## src/rtl/serial_add_ctrl.sv

```systemverilog
// rtl/serial_add_ctrl.sv - bit-serial add sequencer driving an external 1-bit full-adder slice
// Optional macro: SERIAL_ADD_OVF_EN adds the out_ovf signed-overflow output.

module serial_add_ctrl #(
  parameter int WIDTH = 8
) (
  input  logic             clk,
  input  logic             rst_n,
  input  logic             in_valid,
  output logic             in_ready,
  input  logic [WIDTH-1:0] in_a,
  input  logic [WIDTH-1:0] in_b,
  input  logic             in_ci,
  output logic             fa_a,
  output logic             fa_b,
  output logic             fa_ci,
  input  logic             fa_s,
  input  logic             fa_co,
  output logic             out_valid,
  input  logic             out_ready,
  output logic [WIDTH-1:0] out_sum,
  output logic             out_co,
`ifdef SERIAL_ADD_OVF_EN
  output logic             out_ovf,
`endif
  output logic             busy
);

  localparam int CNT_W = $clog2(WIDTH + 1);

  typedef enum logic [1:0] {
    S_IDLE,
    S_RUN,
    S_DONE
  } state_t;

  state_t           r_state;
  state_t           w_next;
  logic [WIDTH-1:0] r_a_sr;
  logic [WIDTH-1:0] r_b_sr;
  logic [WIDTH-1:0] r_sum_sr;
  logic             r_carry;
  logic [CNT_W-1:0] r_cnt;
  logic             w_last;
  logic [WIDTH:0]   w_sum_cat;

  // Final bit position reached; the shift taken this cycle completes the sum.
  assign w_last    = (r_cnt == CNT_W'(WIDTH - 1));
  // New sum bit enters at the MSB end so bit 0 lands at position 0 after WIDTH shifts.
  assign w_sum_cat = {fa_s, r_sum_sr};

  assign out_sum = r_sum_sr;
  assign out_co  = r_carry;

  // State register.
  always_ff @(posedge clk or negedge rst_n) begin
    if (!rst_n) begin
      r_state <= S_IDLE;
    end else begin
      r_state <= w_next;
    end
  end

  // Next-state and handshake/slice outputs; slice inputs come from flops only.
  always_comb begin
    w_next    = r_state;
    in_ready  = 1'b0;
    out_valid = 1'b0;
    busy      = 1'b0;
    fa_a      = 1'b0;
    fa_b      = 1'b0;
    fa_ci     = 1'b0;
    case (r_state)
      S_IDLE: begin
        in_ready = rst_n;
        if (in_valid && rst_n) begin
          w_next = S_RUN;
        end
      end
      S_RUN: begin
        busy  = 1'b1;
        fa_a  = r_a_sr[0];
        fa_b  = r_b_sr[0];
        fa_ci = r_carry;
        if (w_last) begin
          w_next = S_DONE;
        end
      end
      S_DONE: begin
        busy      = 1'b1;
        out_valid = 1'b1;
        if (out_ready) begin
          w_next = S_IDLE;
        end
      end
      default: begin
        w_next = S_IDLE;
      end
    endcase
  end

  // Operand capture, LSB-first shifting, carry and sum assembly.
  always_ff @(posedge clk or negedge rst_n) begin
    if (!rst_n) begin
      r_a_sr   <= '0;
      r_b_sr   <= '0;
      r_sum_sr <= '0;
      r_carry  <= 1'b0;
      r_cnt    <= '0;
    end else begin
      case (r_state)
        S_IDLE: begin
          if (in_valid) begin
            r_a_sr  <= in_a;
            r_b_sr  <= in_b;
            r_carry <= in_ci;
            r_cnt   <= '0;
          end
        end
        S_RUN: begin
          r_sum_sr <= w_sum_cat[WIDTH:1];
          r_a_sr   <= r_a_sr >> 1;
          r_b_sr   <= r_b_sr >> 1;
          r_carry  <= fa_co;
          r_cnt    <= r_cnt + 1'b1;
        end
        default: begin
        end
      endcase
    end
  end

`ifdef SERIAL_ADD_OVF_EN
  logic r_ovf;

  assign out_ovf = r_ovf;

  // Signed overflow: carry into the MSB differs from carry out of the MSB.
  always_ff @(posedge clk or negedge rst_n) begin
    if (!rst_n) begin
      r_ovf <= 1'b0;
    end else if (r_state == S_RUN && w_last) begin
      r_ovf <= fa_ci ^ fa_co;
    end
  end
`endif

endmodule

```

## config.mk

```make
export PLATFORM = sky130hd
export DESIGN_NAME = serial_add_ctrl
export DESIGN_NICKNAME = d
export VERILOG_FILES = /design/src/rtl/serial_add_ctrl.sv
export SDC_FILE = /design/constraint.sdc
export NUM_CORES = 1
export LEC_CHECK = 0
export ABC_AREA = 1
export BUFFER_PORTS_ARGS = -buffer_cell sky130_fd_sc_hd__buf_2
export CORE_MARGIN = 2
export CORE_UTILIZATION = 40
export DETAILED_ROUTE_END_ITERATION = 8
export GPL_TIMING_DRIVEN = 1
export PLACE_DENSITY_LB_ADDON = 0.12
export SYNTH_ARGS = -nofsm -noshare
export SYNTH_HDL_FRONTEND = slang
export SYNTH_SLANG_ARGS = --single-unit
```

## constraint.sdc

```tcl
create_clock -name clk -period 1.3 [get_ports clk]
set_input_delay 0.065 -clock clk [delete_from_list [all_inputs] [get_ports clk]]
set_output_delay 0.065 -clock clk [all_outputs]
set_load 0.01 [all_outputs]
```

==> impl_metrics.csv, run 1 <==
group,metric,value,unit
cells_and_area,final_util,60.3,%
min_path,worstHoldPathType,"input port to flip-flop",
power_and_ir_drop,powerDensity,2630,nW/um^2
route,drt_wl_total,3.44,mm
die,start_util,41.6,%
logic_synthesis,synth_compound_area_share,11.3,%
logic_synthesis,syn_nets,210,
global_route,grt_pass1_wl,5.38,mm
run_status,failed_checks,"setup timing",
clocking,cts_buffer_depth,2,
logic_synthesis,netlist_area,1520,sq um
die,rows,22,
cells_and_area,layout_common_cells,"63 x nand2_1, 36 x buf_2, 31 x dfrtp_1",
global_route,antenna_found_initial,0,
sta,rsz0062_at_grt,"true",
worst_setup_path,path_max_fanout,4,
worst_setup_path,start_kind,"flip-flop",
placed_design,hpwlAfterDp,2.28,mm
sta,setup_viol,20,
placed_design,place.port_buffers,37,
clocking,path_clk_slew,0.06,ns
cells_and_area,finalNetCount,268,
logic_synthesis,synth_cell_type_count,18,
logic_synthesis,synth-xor-area-share,0,%
logic_synthesis,muxShareOfSynthArea,0,%
route,via_per_inst,4.67,
sta,worst_pin_slew,0.398,ns
logic_synthesis,synth_top_family_by_area,"simple AND/OR/NAND/NOR gates",
job,drv_cap,0,
global_route,grt_overflow,0,
cells_and_area,num_antenna_cells,0,
power_and_ir_drop,clock_power_share,12.2,%
worst_setup_path,cp.required,1.24,ns
clocking,cts_tree,"built",
clocking,cts_htree_levels,2,
die,die_h,65.7,microns
route,drtPass1Iterations,4,
global_route,grt_usage,16.3,%
cells_and_area,layout-drive-gt1-share,41.5,%
power_and_ir_drop,max-vdd-ir-drop,1.30,mV
logic_synthesis,avgSynthCellArea,8.37,sq um
route,vias,1351,
sta,tns,-1.09,ns
clocking,cts-root-buf,"clkbuf_8",
global_route,grt_max_degree,32,
sta,timing.fmax,724,MHz
cells_and_area,syn2layout_area_growth,44.7,%
logic_synthesis,synthCells,182,
die,core,3660,sq um
route,wl_per_cell,11.9,microns
logic_synthesis,synth-seq-cells,31,
sta,timing_hold_violations_final,0,
power_and_ir_drop,p_comb_share,58.5,%
logic_synthesis,synthSimpleGateAreaFrac,25.2,%
die,ios,38,
clocking,cts-buffers-inserted,5,
worst_setup_path,crit_path_end_kind,"output port",
power_and_ir_drop,internal-power,3.47,mW
run_status,status,"finished, violations left",
clocking,clock_latency,0.28,ns
sta,fin_ws,-0.0819,ns
logic_synthesis,synth_warnings,0,
route,drt-initial-drc-count,71,
sta,period_minus_slack,1.38,ns
cells_and_area,mostFrequentLayoutCell,"nand2_1",
sta,slew_violations,0,
power_and_ir_drop,p_sw,2.33,mW
route,route.antenna.remaining_nets,0,
power_and_ir_drop,power_frac_seq,29.3,%
worst_setup_path,critPathArrivalTime,1.32,ns
logic_synthesis,ys_seq_area_share,50.9,%
placed_design,gp_congestion,0.756,
clocking,cts_sinks,31,
route,drc,0,
worst_setup_path,worstSetupPathType,"flip-flop to output port",
power_and_ir_drop,swShare,40.1,%
sta,timing.final.crit_share,106,%
die,die-area,4320,sq um
sta,slew_headroom,73.5,%
sta,fin_skew,0.00383,ns
die,die_w,65.7,microns
global_route,first_global_vias,1288,
logic_synthesis,synthAdderAreaFrac,4.11,%
power_and_ir_drop,p_leak,1.13,nW
[Yosys cell counts]
cell	number	area share, %
a21oi_1	5	1.6
buf_2	4	1.3
buf_4	2	0.98
buf_6	3	2.2
dfrtp_1	31	51
ha_1	5	4.1
inv_1	15	3.7
inv_2	1	0.25
nand2_1	69	17
nand2_2	1	0.41
nand2_4	1	0.74
nand3_1	18	5.9
nor2_1	3	0.74
o211ai_1	1	0.49
o21a_1	12	5.9
o21ai_0	5	1.6
o21ai_1	5	1.6
or2_2	1	0.41
[path summary, 6_finish.rpt]
kind | from | to | slack [ns] | cells past startpoint
min | fa_s | out_sum[7] | 0.01 | 3
min reg2reg | out_sum[0] | out_sum[0] | 0.48 | 2
max in group asynchronous | rst_n | r_b_sr[3] | 0.63 | 3
max | r_state[0] | fa_ci | -0.08 | 6
min in group asynchronous | rst_n | out_sum[4] | 0.38 | 3
max reg2reg | r_state[0] | r_b_sr[1] | -0.07 | 7
[routing by layer]
metal  track usage, %  wire length (microns)  vias to the layer above
met1             19.0                   1500                      624
li1                 -                      -                      695
met2             27.9                   1750                       28
met4             5.47                     34                        0
met3             5.65                    166                        4
met5                0                      0                        -
[cells by family after synthesis]
| family | count (synthesis) |
|---|---|
| adder cells (fa/ha/maj) | 5 |
| AO/OA/AOI/OAI | 28 |
| buffers and inverters | 25 |
| flip-flops | 31 |
| AND/OR/NAND/NOR | 93 |
[layout make-up]
| type | instances | area (sq um) |
|---|---|---|
| multi-input combinational | 126 | 761 |
| timing repair buffer | 60 | 460 |
| fill | 306 | 1460 |
| clock buffer | 7 | 76.3 |
| tap | 48 | 60.1 |
| inverter | 16 | 67.6 |
| clock inverter | 1 | 5.00 |
| sequential | 31 | 776 |
[metrics by stage]
stage	worst slack (ns)	hold slack, ns	instance area [sq um]	power, mW	instances
after global routing	-0.159	0.0338	2210	6.28	289
after global placement	-0.0799	0.140	1840	4.13	273
after floorplan	0.00485	-0.231	1520	3.37	182
after detailed placement	-0.109	0.138	1840	4.23	273
final	-0.0819	0.0149	2210	5.80	289
after CTS	-0.0763	0.00970	2000	5.18	286
[flip-flops by register name (all words and copies together), names as in the netlist]
register  count
r_a_sr        8
out_co        1
out_sum       8
r_cnt         4
r_state       2
r_b_sr        8
[worst max-delay path: stages, from the launching register on]
cell and delay [ns]:
dfrtp_1 0.43, ha_4 0.19, buf_6 0.11, buf_6 0.12, nand2_2 0.05, inv_2 0.03, buf_6 0.11
[timing repair]
item,CTS,global route
hold buffers,1,0
endpoints found under the setup margin,30,36
gates resized for setup,15,39
setup buffers,4,0
pin swaps,1,9
gates cloned,0,3
hold endpoints to repair,31,0
[power groups by stage]
stage          registers, mW  clock network [mW]  logic [mW]
2_1_floorplan           1.71                   0        1.66
5_1_grt                 1.75               0.774        3.75
6_report                1.70               0.707        3.39
3_3_place_gp            1.66                   0        2.47
4_1_cts                 1.68               0.728        2.77
3_5_place_dp            1.69                   0        2.54
Power figures use the tool's default switching activity.
==> run 2: changes to the inputs <==
--- a/config.mk
+++ b/config.mk
@@ -5,12 +5,13 @@
 export SDC_FILE = /design/constraint.sdc
 export NUM_CORES = 1
 export LEC_CHECK = 0
-export ABC_AREA = 1
+export ABC_AREA = 0
 export BUFFER_PORTS_ARGS = -buffer_cell sky130_fd_sc_hd__buf_2
 export CORE_MARGIN = 2
 export CORE_UTILIZATION = 40
 export DETAILED_ROUTE_END_ITERATION = 8
 export GPL_TIMING_DRIVEN = 1
+export MAX_ROUTING_LAYER = met4
 export PLACE_DENSITY_LB_ADDON = 0.12
 export SYNTH_ARGS = -nofsm -noshare
 export SYNTH_HDL_FRONTEND = slang
==> impl_metrics.csv, run 2 <==
group,metric,value,unit
worst_setup_path,path_max_fanout,4,
die,rows,21,
die,core,3420,sq um
route,vias,1167,
worst_setup_path,crit_path_end_kind,"flip-flop",
sta,worst_pin_slew,0.392,ns
global_route,grt_max_degree,33,
logic_synthesis,netlist_area,1470,sq um
power_and_ir_drop,internal-power,3.78,mW
logic_synthesis,synth-edff-count,0,
placed_design,gp_congestion,0.797,
logic_synthesis,yosysTopAreaCell,"dfrtp_1",
logic_synthesis,synth_warnings,0,
global_route,grt_usage,17.1,%
clocking,clock_latency,0.34,ns
sta,period_minus_slack,1.55,ns
route,via_per_inst,4.78,
cells_and_area,final_area,2170,sq um
route,wl_per_cell,12.2,microns
cells_and_area,syn2layout_area_growth,48.2,%
placed_design,place_area,1800,sq um
cells_and_area,layout_common_cells,"31 x buf_2, 31 x dfrtp_1, 21 x nand2_1",
job,drv_cap,0,
global_route,grt_pass1_wl,5.35,mm
logic_synthesis,yosys.cell_count.top_type,"dfrtp_1",
global_route,grt_overflow,0,
logic_synthesis,synth_cell_type_count,22,
clocking,cts_sinks,31,
die,start_util,42.9,%
power_and_ir_drop,swShare,33.6,%
clocking,path_clk_slew,0.10,ns
route,drt-initial-drc-count,44,
route,drc,0,
logic_synthesis,ys_async_sr_fraction,100,%
die,die_h,64.5,microns
cells_and_area,layout-drive-gt1-share,46.5,%
sta,timing.hold.ws,-0.240,ns
die,ios,38,
logic_synthesis,synthCells,131,
logic_synthesis,synth_top_area_share,52.9,%
power_and_ir_drop,clock_power_share,13.9,%
power_and_ir_drop,p_leak,1.08,nW
clocking,cts_htree_levels,2,
logic_synthesis,syn_nets,159,
clocking,cts_buffer_depth,2,
power_and_ir_drop,powerDensity,2620,nW/um^2
logic_synthesis,synth_commonest_cells,"31 x dfrtp_1, 21 x nand2_1, 18 x o21ai_0",
placed_design,place.port_buffers,37,
power_and_ir_drop,power_frac_seq,30.0,%
logic_synthesis,synthFlopType,"dfrtp_1",
clocking,holdBufCountCts,4,
clocking,cts_tree,"built",
logic_synthesis,synth-seq-cells,31,
global_route,antenna_found_initial,0,
worst_setup_path,start_kind,"flip-flop",
clocking,cts-root-buf,"clkbuf_4",
die,die_w,64.5,microns
sta,rsz0062_at_grt,"true",
route,drt_wl_total,2.98,mm
cells_and_area,finalNetCount,225,
clocking,cts-buffers-inserted,5,
run_status,status,"finished, violations left",
sta,timing.fmax,644,MHz
logic_synthesis,ys_seq_area_share,52.9,%
power_and_ir_drop,max-vdd-ir-drop,1.26,mV
worst_setup_path,cp.required,1.57,ns
cells_and_area,num_antenna_cells,0,
cells_and_area,multi_input_area,724,sq um
min_path,worstHoldPathType,"input port to asynchronous set/reset pin",
sta,timing.final.crit_share,119,%
route,drtPass1Iterations,4,
logic_synthesis,synth.top_cells.by_area,"dfrtp_1 53%, mux2i_1 11%, mux2_2 6.9%, o21ai_0 6.1%, nand2_1 5.4%",
power_and_ir_drop,p_sw,1.91,mW
sta,setup_viol,35,
sta,timing_hold_violations_final,31,
sta,fin_skew,0.0116,ns
route,route.antenna.remaining_nets,0,
power_and_ir_drop,p_comb_share,56.1,%
global_route,first_global_vias,1249,
sta,slew_headroom,73.8,%
die,die-area,4160,sq um
logic_synthesis,avgSynthCellArea,11.2,sq um
run_status,failed_checks,"hold timing, setup timing",
cells_and_area,fill_cells,295,
worst_setup_path,worstSetupPathType,"flip-flop to flip-flop",
cells_and_area,regArea,776,sq um
sta,slew_violations,0,
worst_setup_path,critPathArrivalTime,1.82,ns
sta,fin_ws,-0.253,ns
placed_design,hpwlAfterDp,2.05,mm
## run 2: cell types whose count changed in the layout (fill, tap and decap cells not counted), sizes merged, moves of 8 or more
| cell | delta |
|---|---|
| o21ai | +8 |
| o21a | -12 |
| nand3 | -14 |
| mux2 | +9 |
| mux2i | +16 |
| inv | -14 |
| nand2 | -50 |
## run 2: worst max-delay path: stages (launching register included)
cell and delay [ns]:
dfrtp_1 0.41, inv_2 0.08, ha_4 0.18, mux2i_4 0.19, or4b_1 0.53, nand3_1 0.09
## run 2: kinds of logic after synthesis
logic type | Yosys count | share of synthesized area [%]
AOI/OAI and AO/OA | 22 | 8.54
DFF | 31 | 52.9
adders and majority gates | 5 | 4.27
and+or+nand+nor | 38 | 12.8
muxes | 25 | 17.8
buffers and inverters | 10 | 3.59
## run 2: power groups by stage
stage	Combinational [mW]	Clock [mW]	Sequential, mW
floorplan	1.52	0	1.73
global placement	2.22	0	1.68
detailed placement	2.29	0	1.71
CTS	2.96	0.809	1.70
global route	3.54	0.855	1.78
finish	3.19	0.788	1.71
## run 2: metrics by stage
stage	setup TNS (ns)	power [mW]	util (%)	worst slack, ns	instances
4_1_cts	-4.45	5.46	61.4	-0.243	242
5_1_grt	-7.39	6.17	63.6	-0.312	244
6_report	-4.40	5.69	63.6	-0.253	244
3_3_place_gp	-3.21	3.89	52.8	-0.166	222
3_5_place_dp	-5.14	4.00	52.8	-0.245	222
2_1_floorplan	-2.98	3.25	-	-0.132	131
## run 2: what timing repair did
action                                 CTS  global route
setup buffers                            6             2
endpoints found under the hold margin   35            31
pin swaps                                0             3
gates cloned                             2             0
resized for setup                       22            14
setup endpoints to repair               36            37
## run 2: path summary, 6_finish.rpt
kind,slack [ns],to,startpoint,cells past startpoint
max reg2reg,-0.25,r_cnt[3],r_state[0],5
min in group clk,0.01,r_a_sr[6],in_a[6],3
max in group asynchronous,1.25,r_b_sr[0],rst_n,2
min reg2reg,0.49,r_b_sr[0],r_b_sr[0],2
min,-0.24,r_cnt[1],rst_n,2
max,-0.25,r_cnt[3],r_state[0],5
## run 2: area by class of cell
type / instances / area share [%]
clock inverter: 2 / 1.61
multi-input combinational: 90 / 33.4
timing repair buffer: 67 / 24.0
tap: 46 / 2.65
inverter: 2 / 0.346
clock buffer: 6 / 2.36
sequential: 31 / 35.7
## run 2: layer usage
metal	wire [microns]	global-route usage, %
met1	1390	20.0
met2	1390	28.3
met3	154	5.38
met4	42	5.59
met5	0	-
==> run 3: changes to the inputs <==
--- a/config.mk
+++ b/config.mk
@@ -7,8 +7,9 @@
 export LEC_CHECK = 0
 export ABC_AREA = 0
 export BUFFER_PORTS_ARGS = -buffer_cell sky130_fd_sc_hd__buf_2
-export CORE_MARGIN = 2
-export CORE_UTILIZATION = 40
+export CELL_PAD_IN_SITES_DETAIL_PLACEMENT = 2
+export CELL_PAD_IN_SITES_GLOBAL_PLACEMENT = 2
+export CORE_UTILIZATION = 29
 export DETAILED_ROUTE_END_ITERATION = 8
 export GPL_TIMING_DRIVEN = 1
 export MAX_ROUTING_LAYER = met4
==> impl_metrics.csv, run 3 (same netlist as run 2, synthesis figures left out) <==
group,metric,value,unit
run_status,status,"finished, violations left",
run_status,failed_checks,"hold timing, setup timing",
sta,period_minus_slack,1.52,ns
global_route,grt_pass1_wl,6.28,mm
power_and_ir_drop,max-vdd-ir-drop,0.722,mV
sta,timing_hold_violations_final,31,
placed_design,gp_congestion,0.714,
sta,slew_violations,0,
placed_design,dp.cells,243,
route,via_per_inst,4.63,
power_and_ir_drop,p_leak,1.00,nW
worst_setup_path,crit_path_end_kind,"flip-flop",
route,drtPass1Iterations,4,
route,wl_met1,1.61,mm
global_route,grt_overflow,0,
min_path,worstHoldPathType,"input port to asynchronous set/reset pin",
clocking,cts_sinks,31,
clocking,cts-buffers-inserted,5,
die,core,4790,sq um
die,start_util,30.6,%
route,wl_per_cell,14.8,microns
route,drt_wl_total,3.86,mm
global_route,antenna_found_initial,0,
cells_and_area,layout-drive-gt1-share,46.6,%
sta,timing.fmax,656,MHz
die,ios,38,
sta,fin_ws,-0.223,ns
clocking,cts_htree_levels,2,
route,vias,1204,
global_route,first_global_vias,1339,
route,routed-wl-met3,131,microns
sta,setup_viol,35,
die,rows,25,
clocking,cts_buffer_depth,2,
cells_and_area,finalNetCount,220,
sta,tns,-4.89,ns
die,die_w,73.1,microns
cells_and_area,layout_common_cells,"34 x buf_2, 31 x dfrtp_1, 21 x nand2_1, 21 x buf_4, 18 x o21ai_0",
worst_setup_path,ff2ff_setup_slack,-0.22,ns
die,die_h,73.1,microns
route,drt-initial-drc-count,25,
clocking,clock_latency,0.28,ns
global_route,grt_usage,16.4,%
sta,worst_pin_slew,0.404,ns
job,drv_cap,0,
sta,fin_skew,0.00489,ns
cells_and_area,final_util,43.5,%
route,top_layer,"met4",
cells_and_area,instances_no_fill,260,
placed_design,hpwlAfterDp,2.72,mm
sta,timing.hold.ws,-0.168,ns
route,wl_met2,2.09,mm
cells_and_area,num_antenna_cells,0,
worst_setup_path,critPathArrivalTime,1.74,ns
worst_setup_path,path_max_fanout,4,
cells_and_area,syn2layout_area_growth,42.1,%
cells_and_area,mostFrequentLayoutCell,"buf_2",
sta,rsz0062_at_grt,"true",
sta,slew_headroom,73.1,%
worst_setup_path,cp.required,1.51,ns
power_and_ir_drop,p_total,5.30,mW
worst_setup_path,start_kind,"flip-flop",
global_route,grt_max_degree,33,
power_and_ir_drop,powerDensity,2550,nW/um^2
die,die-area,5340,sq um
worst_setup_path,worstSetupPathType,"flip-flop to flip-flop",
route,drc,0,
route,route.antenna.remaining_nets,0,
placed_design,place.port_buffers,37,
clocking,path_clk_slew,0.06,ns
sta,timing.final.crit_share,117,%
clocking,cts_tree,"built",
clocking,cts-root-buf,"clkbuf_8",
run 3: path summary, 6_finish.rpt:
path	start	to	cells after the start
worst max-delay path	r_state[1]	r_cnt[3]	5
worst min-delay path	rst_n	r_b_sr[0]	2
worst max register to register	r_state[1]	r_cnt[3]	5
worst min register to register	r_b_sr[7]	r_b_sr[7]	2
max in group asynchronous	rst_n	out_sum[3]	2
min in group clk	fa_s	out_sum[7]	2
run 3: area by class of cell:
class,count,area (sq um)
fill,524,2700
sequential,31,776
multi-input combinational,90,718
timing repair buffer,62,415
tap,67,83.8
clock buffer,7,76.3
inverter,2,7.51
clock inverter,1,5.00
run 3: routing by layer:
| layer | up-vias | GRT usage, % |
|---|---|---|
| met5 | - | - |
| met4 | 0 | 5.88 |
| met2 | 30 | 28.8 |
| met3 | 4 | 3.73 |
| li1 | 578 | - |
| met1 | 592 | 18.0 |
run 3: stage by stage:
stage | instance area, sq um | setup slack [ns]
2_1_floorplan | 1480 | -0.132
3_3_place_gp | 1830 | -0.193
3_5_place_dp | 1830 | -0.233
4_1_cts | 2050 | -0.169
5_1_grt | 2080 | -0.272
6_report | 2080 | -0.223
run 3: timing repair:
item / CTS / global route
resized for setup: 18 / 3
pin swaps: 4 / 1
buffers inserted: 7 / 2
endpoints found under the hold margin: 31 / 31
endpoints found under the setup margin: 35 / 35
run 3: critical path, cell delays in order (launching register included):
cell     delay (ns)
dfrtp_1        0.39
inv_2          0.09
ha_4           0.19
mux2i_4        0.19
or4b_1         0.51
nand3_1        0.09
run 3: report_power, final:
group	switching [mW]	internal (mW)	total, mW
Clock	0.336	0.375	0.711
Combinational	1.34	1.55	2.89
Sequential	0.269	1.43	1.70
